$ cat src/rtl/peripheral_wb_pkg.sv
// Shared types and helpers for the Wishbone-to-byte-register bridge:
// FSM state encoding, legal width bounds and the byte-lane index function.
package peripheral_wb_pkg;

  typedef enum logic [2:0] {
    ST_IDLE,
    ST_ACCESS,
    ST_WAIT,
    ST_RESP,
    ST_HOLD
  } wb_state_e;

  localparam int DW_NARROW = 8;
  localparam int DW_WIDE   = 32;
  localparam int AW_MIN    = 3;
  localparam int AW_MAX    = 8;
  localparam int LANE_W    = 2;

  // Lowest set bit wins; an empty select maps to lane 0.
  function automatic logic [LANE_W-1:0] lane_idx(input logic [3:0] sel);
    logic [LANE_W-1:0] idx;
    idx = '0;
    for (int i = 3; i >= 0; i--) begin
      if (sel[i]) idx = LANE_W'(i);
    end
    return idx;
  endfunction

endpackage

$ cat src/rtl/peripheral_uart_bridge_wb_lane.sv
// Byte-select decode: lane index of the selected byte and a one-hot flag.
// A single-lane bus has nothing to decode, so it always reports lane 0, one-hot.
module peripheral_uart_bridge_wb_lane
  import peripheral_wb_pkg::*;
#(
  parameter int SW = 4
) (
  input  logic [SW-1:0]     sel,
  output logic [LANE_W-1:0] lane,
  output logic              onehot
);

  generate
    if (SW == 1) begin : g_narrow
      logic unused_sel;
      assign unused_sel = ^sel;
      assign lane       = '0;
      assign onehot     = 1'b1;
    end else begin : g_wide
      logic [3:0] sel4;
      assign sel4   = 4'(sel);
      assign lane   = lane_idx(sel4);
      assign onehot = (sel4 != 4'd0) && ((sel4 & (sel4 - 4'd1)) == 4'd0);
    end
  endgenerate

endmodule

$ cat src/rtl/peripheral_uart_bridge_wb_gen.sv
// Wishbone slave bridging to an 8-bit register file with optional wait states.
// Define PERIPHERAL_UART_BRIDGE_ERR_EN to enable address/select checking and wb_err_o.
module peripheral_uart_bridge_wb_gen
  import peripheral_wb_pkg::*;
#(
  parameter int DW          = 8,
  parameter int AW          = 3,
  parameter int NUM_REGS    = 8,
  parameter int WAIT_STATES = 0
) (
  input  logic            clk,
  input  logic            wb_rst_ni,
  input  logic            wb_cyc_i,
  input  logic            wb_stb_i,
  input  logic            wb_we_i,
  input  logic [DW/8-1:0] wb_sel_i,
  input  logic [AW-1:0]   wb_adr_i,
  input  logic [DW-1:0]   wb_dat_i,
  output logic [DW-1:0]   wb_dat_o,
  output logic            wb_ack_o,
  output logic            wb_err_o,
  output logic [AW-1:0]   wb_adr_int,
  output logic [7:0]      wb_dat8_i,
  input  logic [7:0]      wb_dat8_o,
  output logic            we_o,
  output logic            re_o
);

  localparam int SW = DW / 8;
  localparam logic [2:0] WS_LOAD = (WAIT_STATES > 0) ? 3'(WAIT_STATES - 1) : 3'd0;

  logic            cyc_is, stb_is, we_is;
  logic [SW-1:0]   sel_is;
  logic [AW-1:0]   adr_is;
  logic [DW-1:0]   dat_is;

  wb_state_e       state_q, state_d;
  logic [2:0]      cnt_q, cnt_d;
  logic [LANE_W-1:0] lane;
  logic            onehot;
  logic            valid;
  logic            resp_load;
  logic [4:0]      lane_shift;
  logic [DW-1:0]   dat_shifted;
  logic [DW-1:0]   rd_word;

  // Every decision below looks only at these sampled copies of the bus.
  always_ff @(posedge clk or negedge wb_rst_ni) begin
    if (!wb_rst_ni) begin
      cyc_is <= 1'b0;
      stb_is <= 1'b0;
      we_is  <= 1'b0;
      sel_is <= '0;
      adr_is <= '0;
      dat_is <= '0;
    end else begin
      cyc_is <= wb_cyc_i;
      stb_is <= wb_stb_i;
      we_is  <= wb_we_i;
      sel_is <= wb_sel_i;
      adr_is <= wb_adr_i;
      dat_is <= wb_dat_i;
    end
  end

  peripheral_uart_bridge_wb_lane #(.SW(SW)) u_lane (
    .sel    (sel_is),
    .lane   (lane),
    .onehot (onehot)
  );

`ifdef PERIPHERAL_UART_BRIDGE_ERR_EN
  localparam logic [AW:0] NUM_REGS_W = NUM_REGS[AW:0];
  assign valid = ({1'b0, adr_is} < NUM_REGS_W) && onehot;
`else
  logic unused_onehot;
  assign unused_onehot = onehot;
  assign valid         = 1'b1;
`endif

  assign lane_shift  = {lane, 3'b000};
  assign dat_shifted = dat_is >> lane_shift;
  assign wb_dat8_i   = dat_shifted[7:0];
  assign wb_adr_int  = adr_is;
  assign rd_word     = DW'(wb_dat8_o) << lane_shift;

  always_ff @(posedge clk or negedge wb_rst_ni) begin
    if (!wb_rst_ni) begin
      state_q <= ST_IDLE;
      cnt_q   <= 3'd0;
    end else begin
      state_q <= state_d;
      cnt_q   <= cnt_d;
    end
  end

  // Strobes are decoded from ACCESS only, so an abort cannot retract one already issued.
  always_comb begin
    state_d = state_q;
    cnt_d   = cnt_q;
    we_o    = 1'b0;
    re_o    = 1'b0;
    unique case (state_q)
      ST_IDLE: begin
        if (cyc_is && stb_is) state_d = ST_ACCESS;
      end
      ST_ACCESS: begin
        we_o = we_is & valid;
        re_o = ~we_is & valid;
        if (!cyc_is) begin
          state_d = ST_IDLE;
        end else if (WAIT_STATES > 0) begin
          state_d = ST_WAIT;
          cnt_d   = WS_LOAD;
        end else begin
          state_d = ST_RESP;
        end
      end
      ST_WAIT: begin
        if (!cyc_is) begin
          state_d = ST_IDLE;
          cnt_d   = 3'd0;
        end else if (cnt_q == 3'd0) begin
          state_d = ST_RESP;
        end else begin
          cnt_d = cnt_q - 3'd1;
        end
      end
      ST_RESP: state_d = ST_HOLD;
      ST_HOLD: begin
        if (!(cyc_is && stb_is)) state_d = ST_IDLE;
      end
      default: state_d = ST_IDLE;
    endcase
  end

  assign resp_load = (state_d == ST_RESP) && (state_q != ST_RESP);

  always_ff @(posedge clk or negedge wb_rst_ni) begin
    if (!wb_rst_ni) begin
      wb_ack_o <= 1'b0;
      wb_err_o <= 1'b0;
      wb_dat_o <= '0;
    end else begin
      wb_ack_o <= resp_load & valid;
      wb_err_o <= resp_load & ~valid;
      if (resp_load) wb_dat_o <= we_is ? '0 : rd_word;
    end
  end

endmodule

$ cat config.mk
export PLATFORM = sky130hd
export DESIGN_NAME = peripheral_uart_bridge_wb_gen
export DESIGN_NICKNAME = d
export VERILOG_FILES = /design/src/rtl/peripheral_wb_pkg.sv /design/src/rtl/peripheral_uart_bridge_wb_lane.sv /design/src/rtl/peripheral_uart_bridge_wb_gen.sv
export SDC_FILE = /design/constraint.sdc
export NUM_CORES = 1
export LEC_CHECK = 0
export BUFFER_PORTS_ARGS = -buffer_cell sky130_fd_sc_hd__buf_4
export CAP_MARGIN = 20
export CORE_MARGIN = 3
export CORE_UTILIZATION = 35
export CTS_BUF_LIST = sky130_fd_sc_hd__clkbuf_8
export CTS_CLUSTER_SIZE = 30
export DETAILED_ROUTE_END_ITERATION = 6
export GPL_TIMING_DRIVEN = 1
export HOLD_SLACK_MARGIN = 0.03
export PLACE_DENSITY = 0.66
export RECOVER_POWER = 100
export SLEW_MARGIN = 20
export SYNTH_ARGS = -nofsm -noshare
export SYNTH_HDL_FRONTEND = slang
export SYNTH_SLANG_ARGS = --single-unit
$ cat constraint.sdc
create_clock -name clk -period 4.2 [get_ports clk]
set_input_delay 0.42 -clock clk [delete_from_list [all_inputs] [get_ports clk]]
set_output_delay 0.42 -clock clk [all_outputs]
set_load 0.01 [all_outputs]
Word-level counts from Yosys, hierarchy flattened

Cells that the tools add are included.

Bits in read-only memories: 0
Bits in writable memories: 0
Memories: 0
Input bits: 25
Latch bits: 0
Word-level logic and storage cells: 34
Output and inout port bits: 23
Register bits after elaboration: 29

$lt $le $gt $ge: 0
Reduce and logical (&&, ||, !) cells: 5
Muxes and demuxes: 11
Equal/unequal tests: 7
$mul: 0
Div/mod/pow operators: 0
Bitwise operators: 1
Shift-type cells: 0
Add/subtract/negate cells: 1

Operators by type and width:

| cell                                                                | count |
|---|---|
| 3-bit two-way mux                                                   | 6 |
| 3-bit case mux with 5 select lines                                  | 1 |
| 3-bit by 2-bit == test with 1-bit output (second input constant)    | 3 |
| 8-bit two-way mux                                                   | 1 |
| 3-bit zero test                                                     | 2 |
| 3-bit by 1-bit == test with 1-bit output (second input constant)    | 1 |
| 3-bit == test (second input constant)                               | 1 |
| 3-bit by 2-bit != test with 1-bit output (second input constant)    | 1 |
| 3-bit by 1-bit subtractor with 3-bit output (second input constant) | 1 |
| 1-bit logical AND                                                   | 2 |
| 1-bit two-way mux                                                   | 2 |
| 2-bit two-way mux                                                   | 1 |
| 2-bit != test (second input constant)                               | 1 |
| 2-bit AND reduction                                                 | 1 |
| 1-bit inverter                                                      | 1 |

Longest topological paths before layout

Gate-level depths: netlist of run 1.

Word-level depth: 6
Mapped depth: 5
Gate-level depth less buffers: 5

Cells and area by module

A second synthesis of run 1 with hierarchy kept.

Cells, all modules: 101
Area total of the unflattened synthesis: 1228.7 sq um

Modules (own cells, without submodules):

| module                         | seq. area each (sq um) | cells each | times used | area an instance (sq um) |
|---|---|---|---|---|
| peripheral_uart_bridge_wb_gen  | 750.7                  | 96         | 1          | 1198.6 |
| peripheral_uart_bridge_wb_lane | 0.0                    | 5          | 1          | 30.0 |

Worst setup path after synthesis of run 1

No wires, ideal clock.

Path kind: flip-flop to flip-flop
Start: register cnt_q[0]
End: register wb_dat_o[0]
Clock period less this slack: 1.542 ns
Stages on the path, launching flop included: 6
Buffers on the path: 0
Setup slack: 2.658 ns
Library setup time: 0.125 ns
Arrival time: 1.418 ns
Required time: 4.075 ns
Path through: dfrtp_1 > inv_1 > ha_1 > nand4bb_1 > a21oi_4 > mux2_2

Cells in the longest elaborated chain, start to end: 6

RTL lines:

| element                                  | RTL line                             | RTL |
|---|---|---|
| from (decl)                              | peripheral_uart_bridge_wb_gen.sv:38  | `logic [2:0] cnt_q, cnt_d;` |
| from (signal assigned)                   | peripheral_uart_bridge_wb_gen.sv:93  | `cnt_q <= cnt_d;` |
| 3-bit zero test                          | peripheral_uart_bridge_wb_gen.sv:123 | `end else if (cnt_q == 3'd0) begin` |
| 3-bit two-way mux                        | peripheral_uart_bridge_wb_gen.sv:123 |  |
| 3-bit two-way mux                        | peripheral_uart_bridge_wb_gen.sv:120 | `if (!cyc_is) begin` |
| 3-bit case mux with 5 select lines       | peripheral_uart_bridge_wb_gen.sv:103 | `unique case (state_q)` |
| 3-bit by 2-bit == test with 1-bit output | peripheral_uart_bridge_wb_gen.sv:137 | `assign resp_load = (state_d == ST_RESP) && (state_q != ST_RESP);` |
| 1-bit logical AND                        | peripheral_uart_bridge_wb_gen.sv:137 |  |
| net resp_load                            | peripheral_uart_bridge_wb_gen.sv:42  | `logic resp_load;` |
| to (signal assigned)                     | peripheral_uart_bridge_wb_gen.sv:147 | `if (resp_load) wb_dat_o <= we_is ? '0 : rd_word;` |
| to (decl)                                | peripheral_uart_bridge_wb_gen.sv:19  | `output logic [DW-1:0] wb_dat_o,` |

The timed path passes the listed nets, and every way through them passes these cells.
A chain may end at the register's enable or synchronous reset.

Worst setup path in the final report of run 1

Start: register cnt_q[1]
End: register wb_dat_o[6]

Same word-level chain as after synthesis.

==> key figures, run 1 <==
Outcome
  – Outcome: finished, final reports clean

Placed design
  – Final Wtd Congestion: roughly 0.66
  – IO buf count: 45
  – DPL Wire Length: around 1700 µm
  – Dpl cells: between 150 and 200

Final layout
  – Antenna cells: 0
  – Final net count: 156
  – Finished Layout Cells: approximately 170
  – P&R area growth vs syn: 32.61%
  – Fill cells: just under 300
  – Share of cells above drive strength 1: between 20 and 30%

Timing
  – RSZ-0062 raised after global routing: false
  – Final setup violation count: 0
  – Setup TNS: 0 ps
  – WHS: between 200 and 300 ps
  – Crit path time final: approximately 2100 ps
  – Slew Limit Fails: 0
  – Max_slew headroom: roughly 1.7%
  – Actual slew at the worst max-slew pin: 1475 ps
  – Clk_skew: approximately 3 ps
  – Max Fclk: between 400 and 500 MHz
  – Fin crit share: about half
  – Final Hold Viols: 0

Clock tree
  – Clk sinks: 29
  – CTS resizes: 0
  – Worst skew pair latency: roughly 280 ps
  – CTS tree: yes
  – Clock buffer depth: 2
  – Root Driver: clkbuf_8
  – H-tree levels: 2
  – Total CTS buffers: 5
  – Clock transition at the registers of the reported paths: roughly 60 ps
  – Postcts setup bufs: 0
  – Post-CTS Hold Fix Bufs: 0

Global routing
  – Initial antenna violation count: 0
  – Remaining Overflow, GRT: 0
  – Largest net degree at the start of global routing: 30
  – Total GRT Usage: between 10% and 20%
  – First-pass GRT wire length: between 3000 and 4000 µm
  – Vias in the first global route: between 800 and 900

Yosys
  – Mapped Area: roughly 0.0011 mm²
  – Post-synth ARST share: 100.0%
  – Synth Net Count: ~110
  – Yosys cell types: 24
  – Syn Inst Count: 78
  – Most used DFF post-synth: dfrtp_1
  – Post-synth EDFFs: 0
  – Seq cells post-synth: 29
  – Synth warn: 0
  – Mean Syn Cell Area: ~14 µm²
  – Post-synthesis sequential area ratio: 66.13%

Drt
  – Via density: roughly 4.6
  – Antenna viol nets, final: 0
  – Routed WL per cell: approximately 13 µm
  – DRC viols: 0
  – Iter 0 DRT Violations: 9
  – Post-Route WL: about 2200 µm
  – Via count: 791
  – TritonRoute pass-1 iters: 2

Power
  – LEAKAGE: between 0.0006 and 0.0007 µW
  – Pwr dens: around 470 mW/mm²
  – Total power draw: 684.0 µW
  – Maximum vdd drop: approximately 0.00023 V

Critical path
  – Worst Setup End Kind: flip-flop
  – Type of the worst setup path: reg2reg
  – Worst path max stage delay: about 700 ps
  – Cells along the critical path: inv_1 -> ha_1 -> nand4bb_1 -> a21oi_1 -> mux2_2
  – Crit path launch type: flip-flop
  – Crit path buffers/inverters: 1
  – Slowest stage cell, crit path: a21oi_1
  – Kind of cell adding the most delay to the critical path: compound AO/OA/AOI/OAI gates
  – Critical Path RT: about 4400 ps
  – Crit path max fanout: 9
  – Worst EP arrival: around 2200 ps

Die
  – Cell Rows: 19
  – Die Wd: 61.99 µm
  – Core ar.: between 0.002 and 0.003 mm²
  – I/O pins: 48
  – Total Die Area: just under 0.004 mm²
  – DIE HEIGHT: about 62 µm
  – Initial Util: a little under two fifths

Hold path
  – Hold WC Path Type: in2reg

Flow run
  – Max-cap violations: 0
[worst reg2reg max path: stages, from the launching register on]
cell and delay [ps]:
dfrtp_1 390, inv_1 90, ha_1 190, nand4bb_1 150, a21oi_1 720, mux2_2 420
[metrics by stage]
stage	instance area [µm²]	setup slack, ps	util (%)
global route	1455	1981	50.59
detailed placement	1480	2447	51.46
floorplan	1097	2658	-
global placement	1480	2521	51.46
CTS	1560	2426	54.24
finish	1455	2124	50.59
[report_power, final]
part | internal [µW] | switching (µW) | leakage, µW
combinational | 63.7 | 65.7 | 0.000247
sequential | 323 | 25.0 | 0.000362
clock | 110 | 96.9 | 0.0000519
total | 496 | 188 | 0.000661
[synth_stat cells, types with 2 or more instances]
library cell	instances	area [µm²]
a21oi_1	3	15.01
nand2b_1	3	18.77
ha_1	2	25.02
nand3_1	2	10.01
nor2b_1	9	56.30
dfrtp_1	29	725.7
inv_1	3	11.26
nand2_1	4	15.01
mux2_2	8	90.09
[metal layers]
metal	up-vias	GRT usage (%)	routed length [µm]
li1	369	-	-
met1	379	14.42	776
met2	36	19.82	1081
met3	7	9.298	249
met4	0	8.182	48
met5	-	0	0
[cells in the final DEF, fill, tap and decap left out, types with 2 or more instances in the layout]
master,Yosys,layout
clkbuf_1,0,23
clkbuf_4,0,14
buf_4,1,8
dfrtp_1,29,29
a21oi_1,3,4
nand2_1,4,4
nor2b_1,9,9
mux2_2,8,8
ha_1,2,2
inv_1,3,6
clkbuf_8,0,5
nand3_1,2,2
nand2b_1,3,3
[flip-flops by register name (all words and copies together) (netlist names)]
| register | count |
|---|---|
| cnt_q | 3 |
| cyc_is | 1 |
| dat_is | 8 |
| state_q | 3 |
| stb_is | 1 |
| wb_ack_o | 1 |
| wb_adr_int | 3 |
| wb_dat_o | 8 |
| we_is | 1 |
[path summary, 6_finish.rpt]
| check | startpoint | to | slack, ps | cells after the start |
|---|---|---|---|---|
| worst max-delay path | cnt_q[1]$_DFFE_PN0P_ | wb_dat_o[6]$_DFFE_PN0P_ | 2120 | 5 |
| worst min-delay path | wb_cyc_i | cyc_is$_DFF_PN0_ | 260 | 1 |
| worst max register to register | cnt_q[1]$_DFFE_PN0P_ | wb_dat_o[6]$_DFFE_PN0P_ | 2120 | 5 |
| worst min register to register | wb_dat_o[5]$_DFFE_PN0P_ | wb_dat_o[5]$_DFFE_PN0P_ | 500 | 1 |
| max in group asynchronous | wb_rst_ni | dat_is[5]$_DFF_PN0_ | 2850 | 1 |
| min in group asynchronous | wb_rst_ni | cyc_is$_DFF_PN0_ | 490 | 1 |
[cells by family (layout without fill, tap and decap cells)]
logic type | Yosys count | in the layout | share of synthesized area (%)
fa+ha+maj | 2 | 2 | 2.280
compound gates | 9 | 9 | 7.071
simple gates | 25 | 25 | 14.25
mux | 8 | 8 | 8.210
buf+inv | 4 | 56 | 1.711
flops | 29 | 29 | 66.13
other cells | 1 | 1 | 0.3417
[layout make-up]
type	instances	area, µm²	share of cell area [%]
Tap cell	42	52.55	3.611
Multi-Input combinational cell	45	334.1	22.96
Inverter	3	11.26	0.7739
Timing Repair Buffer	45	251.5	17.28
Clock buffer	5	68.82	4.729
Clock inverter	3	11.26	0.7739
Sequential cell	29	725.7	49.87
Power figures use the tool's default switching activity.
==> run 2, diff against run 1 <==
clock period = 2.1 ns   (was 4.2 ns; I/O delays follow)
==> key figures, run 2 (synthesized netlist as in run 1, its figures left out) <==
Outcome
  – Outcome: finished, final reports clean

Timing
  – RSZ-0062 raised after global routing: false
  – Setup TNS: 0 ps
  – Slew Limit Fails: 0
  – Crit path time final: between 1500 and 2000 ps
  – Clk_skew: around 3 ps
  – Max_slew headroom: a little over 50%
  – Final setup margin: between 300 and 400 ps
  – Fin crit share: 83.14%
  – Final setup violation count: 0
  – Max Fclk: around 570 MHz
  – Final Hold Viols: 0
  – Actual slew at the worst max-slew pin: 721.4 ps

Power
  – Share of power burned in registers: a little under half
  – Cell Int Power: about 1100 µW
  – Sw frac: between 20% and 30%
  – Gate power share: roughly 20%
  – Maximum vdd drop: around 0.00044 V
  – LEAKAGE: 0.0007297 µW
  – NetSw: ~390 µW
  – Clock Power Share: about a third
  – Pwr dens: ~900 mW/mm²

Global routing
  – Total GRT Usage: 15.62%
  – Largest net degree at the start of global routing: 30
  – Initial antenna violation count: 0
  – Vias in the first global route: 869
  – Remaining Overflow, GRT: 0
  – First-pass GRT wire length: around 4100 µm

Clock tree
  – Total CTS buffers: 5
  – Post-CTS Hold Fix Bufs: 15
  – Clock buffer depth: 2
  – Root Driver: clkbuf_8
  – H-tree levels: 2
  – Clk sinks: 29
  – Worst skew pair latency: 280 ps
  – Postcts setup bufs: 0
  – CTS resizes: 0
  – CTS tree: yes
  – Clock transition at the registers of the reported paths: 60 ps

Final layout
  – Share of cells above drive strength 1: approximately 28%
  – Antenna cells: 0
  – Core Util, Final: between 50% and 60%
  – Post-route cell area: 0.001639 mm²
  – Largest regs: dat_is x8, wb_dat_o x8
  – P&R area growth vs syn: 49.37%
  – Final net count: about 170
  – Leading cell type in the layout, fill and taps excluded: dfrtp_1
  – Most frequent cells in the layout: dfrtp_1, clkbuf_1, dlygate4sd3_1
  – Fill cells: roughly 260

Die
  – Initial Util: about two fifths
  – Die Wd: 61.99 µm
  – Cell Rows: 19
  – I/O pins: 48
  – Total Die Area: just under 0.004 mm²
  – Core ar.: about 0.0029 mm²
  – DIE HEIGHT: between 60 and 70 µm

Drt
  – Via density: about 4.5
  – Top Metal Used: met4
  – Antenna viol nets, final: 0
  – Met1 WL: about 890 µm
  – Post-Route WL: 2429 µm
  – DRC viols: 0
  – Routed WL per cell: approximately 13 µm
  – Met3 WL: between 200 and 250 µm
  – Iter 0 DRT Violations: 18
  – Routed length on met2: 1233 µm
  – Via count: roughly 840
  – TritonRoute pass-1 iters: 4

Critical path
  – Slowest stage cell, crit path: mux2_2
  – R2r setup slk: ~350 ps
  – Type of the worst setup path: reg2reg
  – Worst EP arrival: roughly 1900 ps
  – Worst path max stage delay: between 300 and 400 ps
  – Critical Path RT: 2260 ps
  – Worst Setup End Kind: flip-flop
  – Crit path max fanout: 9
  – Worst reg2reg startpoint: cnt_q[0]$_DFFE_PN0P_
  – Cells along the critical path: inv_1 -> ha_1 -> nand4bb_1 -> a21oi_4 -> mux2_2
  – Crit. Startpoint: cnt_q[0]$_DFFE_PN0P_
  – Crit path launch type: flip-flop

Flow run
  – Max-cap violations: 0

Placed design
  – Place WS: around 350 ps
  – Placed cell areas: ~0.0015 mm²
  – Final Wtd Congestion: 0.6662
  – IO buf count: 45
  – DPL Wire Length: about 1600 µm

Hold path
  – Hold WC Path Type: in2reg
  – Min-Delay Startpoint: wb_dat8_o[7]
## run 2: changes by cell type in the layout (fill, tap and decap cells not counted), sizes merged
cell / delta
dlygate4sd3: +15
inv: -3
clkbuf: +2
clkinv: +1
## run 2: area by class of cell
cell class	instances	area (µm²)	share of cell area, %
clock buffers	7	96.34	5.878
clock inverters	1	5.005	0.3053
inverters	3	11.26	0.6870
multi-input cells	45	345.3	21.07
flip-flops and latches	29	725.7	44.27
well taps	42	52.55	3.206
repair buffers	60	402.9	24.58
## run 2: power by group through the flow
stage          Combinational (µW)  Sequential, µW  Clock, µW
2_1_floorplan                 112             739          0
4_1_cts                       363             700        521
3_3_place_gp                  332             705          0
5_1_grt                       318             711        546
3_5_place_dp                  340             710          0
6_report                      289             695        499
## run 2: worst max-delay path: cells and delay by family, from the launching register on
kind                     cells  cell delay (ps)
multiplexers                 1              380
flip-flops                   1              360
AO/OA/AOI/OAI                1              360
AND/OR/NAND/NOR              1              210
adder cells (fa/ha/maj)      1              200
buffers and inverters        1              110
## run 2: worst paths after layout
kind,end,cells after the start
hold / removal,wb_dat_o[7]$_DFFE_PN0P_,3
setup / recovery,wb_dat_o[6]$_DFFE_PN0P_,5
setup reg to reg,wb_dat_o[6]$_DFFE_PN0P_,5
hold reg to reg,wb_dat_o[5]$_DFFE_PN0P_,1
max in group asynchronous,wb_adr_int[1]$_DFF_PN0_,2
min in group asynchronous,cyc_is$_DFF_PN0_,2
## run 2: per-stage QoR
step | std cells | hold WS, ps | total power (µW)
2_1_floorplan | 78 | -85.59 | 851.2
3_3_place_gp | 164 | 148.7 | 1037
3_5_place_dp | 164 | 150.5 | 1050
4_1_cts | 187 | 276.6 | 1583
5_1_grt | 187 | 273.7 | 1575
6_report | 187 | 285.2 | 1483
## run 2: routing by layer
metal / up-vias / track usage (%)
li1: 394 / -
met1: 406 / 17.31
met2: 37 / 22.34
met3: 6 / 9.711
met4: 0 / 10.00
met5: - / 0
==> run 3, diff against run 2 <==
clock period = 1.8 ns   (was 2.1 ns; I/O delays follow)
==> key figures, run 3 (synthesized netlist as in run 1, its figures left out) <==
Clock tree
  – Clock buffer depth: 2
  – Total CTS buffers: 5
  – Root Driver: clkbuf_8
  – Worst skew pair latency: 270 ps
  – H-tree levels: 2
  – Clk sinks: 29
  – CTS tree: yes
  – CTS resizes: 0
  – Clock transition at the registers of the reported paths: around 60 ps

Global routing
  – Total GRT Usage: ~14%
  – Vias in the first global route: 833
  – Largest net degree at the start of global routing: 30
  – Remaining Overflow, GRT: 0
  – First-pass GRT wire length: 3732 µm
  – Initial antenna violation count: 0

Critical path
  – Worst EP arrival: about 1800 ps
  – Crit path launch type: flip-flop
  – Worst Setup End Kind: flip-flop
  – Reg2reg path depth: 6
  – Crit path max fanout: 9
  – Crit. Startpoint: cnt_q[1]$_DFFE_PN0P_
  – Worst reg2reg startpoint: cnt_q[1]$_DFFE_PN0P_
  – Critical Path RT: between 1500 and 2000 ps
  – Type of the worst setup path: reg2reg

Timing
  – Final setup violation count: 0
  – Clk_skew: around 5.4 ps
  – Final Hold Viols: 0
  – Crit path time final: 1666 ps
  – Setup TNS: 0 ps
  – Max Fclk: about 600 MHz
  – Max_slew headroom: 53.49%
  – Actual slew at the worst max-slew pin: about 700 ps
  – RSZ-0062 raised after global routing: false
  – Slew Limit Fails: 0
  – Fin crit share: between 90 and 100%
  – Final setup margin: 134.2 ps

Power
  – Maximum vdd drop: slightly below 0.0007 V
  – Pwr dens: about 1000 mW/mm²
  – Clock Power Share: between 20% and 30%
  – NetSw: between 400 and 500 µW
  – Share of power burned in registers: about half
  – Sw frac: ~27%
  – LEAKAGE: 0.0007358 µW
  – Gate power share: around a fifth
  – Cell Int Power: 1196 µW

Drt
  – Iter 0 DRT Violations: 8
  – Via density: about 4.4
  – Post-Route WL: approximately 2300 µm
  – TritonRoute pass-1 iters: 4
  – DRC viols: 0
  – Via count: roughly 830
  – Antenna viol nets, final: 0
  – Routed WL per cell: about 12 µm

Final layout
  – Share of cells above drive strength 1: about a quarter
  – Antenna cells: 0
  – Fill cells: about 260
  – Final net count: about 170
  – Largest regs: dat_is x8, wb_dat_o x8
  – Core Util, Final: around 57%
  – Leading cell type in the layout, fill and taps excluded: dfrtp_1
  – Most frequent cells in the layout: dfrtp_1, clkbuf_1, dlygate4sd3_1
  – P&R area growth vs syn: 49.26%

Hold path
  – Hold WC Path Type: in2reg
  – Min-Delay Startpoint: wb_dat8_o[0]
  – Hold Path Cell Cnt: 3

Die
  – Die Wd: just over 60 µm
  – DIE HEIGHT: approximately 62 µm
  – Total Die Area: 0.003843 mm²
  – Core ar.: roughly 0.0029 mm²
  – Initial Util: 38.15%
  – I/O pins: 48
  – Cell Rows: 19

Placed design
  – IO buf count: 45
  – Place WS: around 67 ps
  – Final Wtd Congestion: ~0.67
  – DPL Wire Length: between 1500 and 2000 µm

Outcome
  – Outcome: finished, final reports clean

Flow run
  – Max-cap violations: 0
==> run 3: worst paths after layout <==
path | to | slack [ps]
worst max-delay path | wb_dat_o[7]$_DFFE_PN0P_ | 130
worst min-delay path | wb_dat_o[0]$_DFFE_PN0P_ | 260
worst max register to register | wb_dat_o[7]$_DFFE_PN0P_ | 130
worst min register to register | wb_dat_o[5]$_DFFE_PN0P_ | 500
max in group asynchronous | we_is$_DFF_PN0_ | 850
min in group asynchronous | cnt_q[2]$_DFFE_PN0P_ | 500
==> run 3: power groups by stage <==
stage | logic, µW | clock network, µW | registers [µW]
after global placement | 387 | 0 | 823
after detailed placement | 395 | 0 | 829
after CTS | 420 | 491 | 817
final | 350 | 471 | 813
after floorplan | 131 | 0 | 862
after global routing | 385 | 523 | 833
==> run 3: layout make-up <==
cell class | count | area, µm² | area share [%]
Inverter | 3 | 11.26 | 0.6875
Tap cell | 42 | 52.55 | 3.209
Clock buffer | 5 | 68.82 | 4.202
Sequential cell | 29 | 725.7 | 44.31
Clock inverter | 3 | 11.26 | 0.6875
Multi-Input combinational cell | 45 | 345.3 | 21.08
Timing Repair Buffer | 61 | 422.9 | 25.82
==> run 3: repair_timing <==
item,in CTS,in global routing
setup endpoints to repair,0,8
hold endpoints to repair,43,0
hold buffers,15,0
buffers inserted,0,1
==> run 3: layer usage <==
| layer | track usage (%) | share of wire [%] | wire length [µm] | vias up |
|---|---|---|---|---|
| met5 | 0 | 0 | 0 | - |
| met1 | 15.92 | 37 | 843 | 391 |
| met3 | 8.678 | 11 | 238 | 4 |
| li1 | - | - | - | 395 |
| met4 | 6.364 | 1.2 | 27 | 0 |
| met2 | 20.27 | 51 | 1155 | 37 |
==> run 3: worst max-delay path, cell delays in order, from the launching register on <==
cell       delay, ps
dfrtp_1          400
inv_1            100
ha_1             190
nand4bb_1        190
a21oi_4          190
buf_12           140
mux2_2           330
==> run 3: through the flow <==
stage                     total power (µW)  area (µm²)  instances  hold slack [ps]
after floorplan                      993.0        1097         78           -115.6
after global placement                1210        1480        164            118.6
after detailed placement              1223        1480        164            123.6
after CTS                             1728        1710        187            256.3
after global routing                  1741        1638        188            260.9
final                                 1634        1638        188            261.4
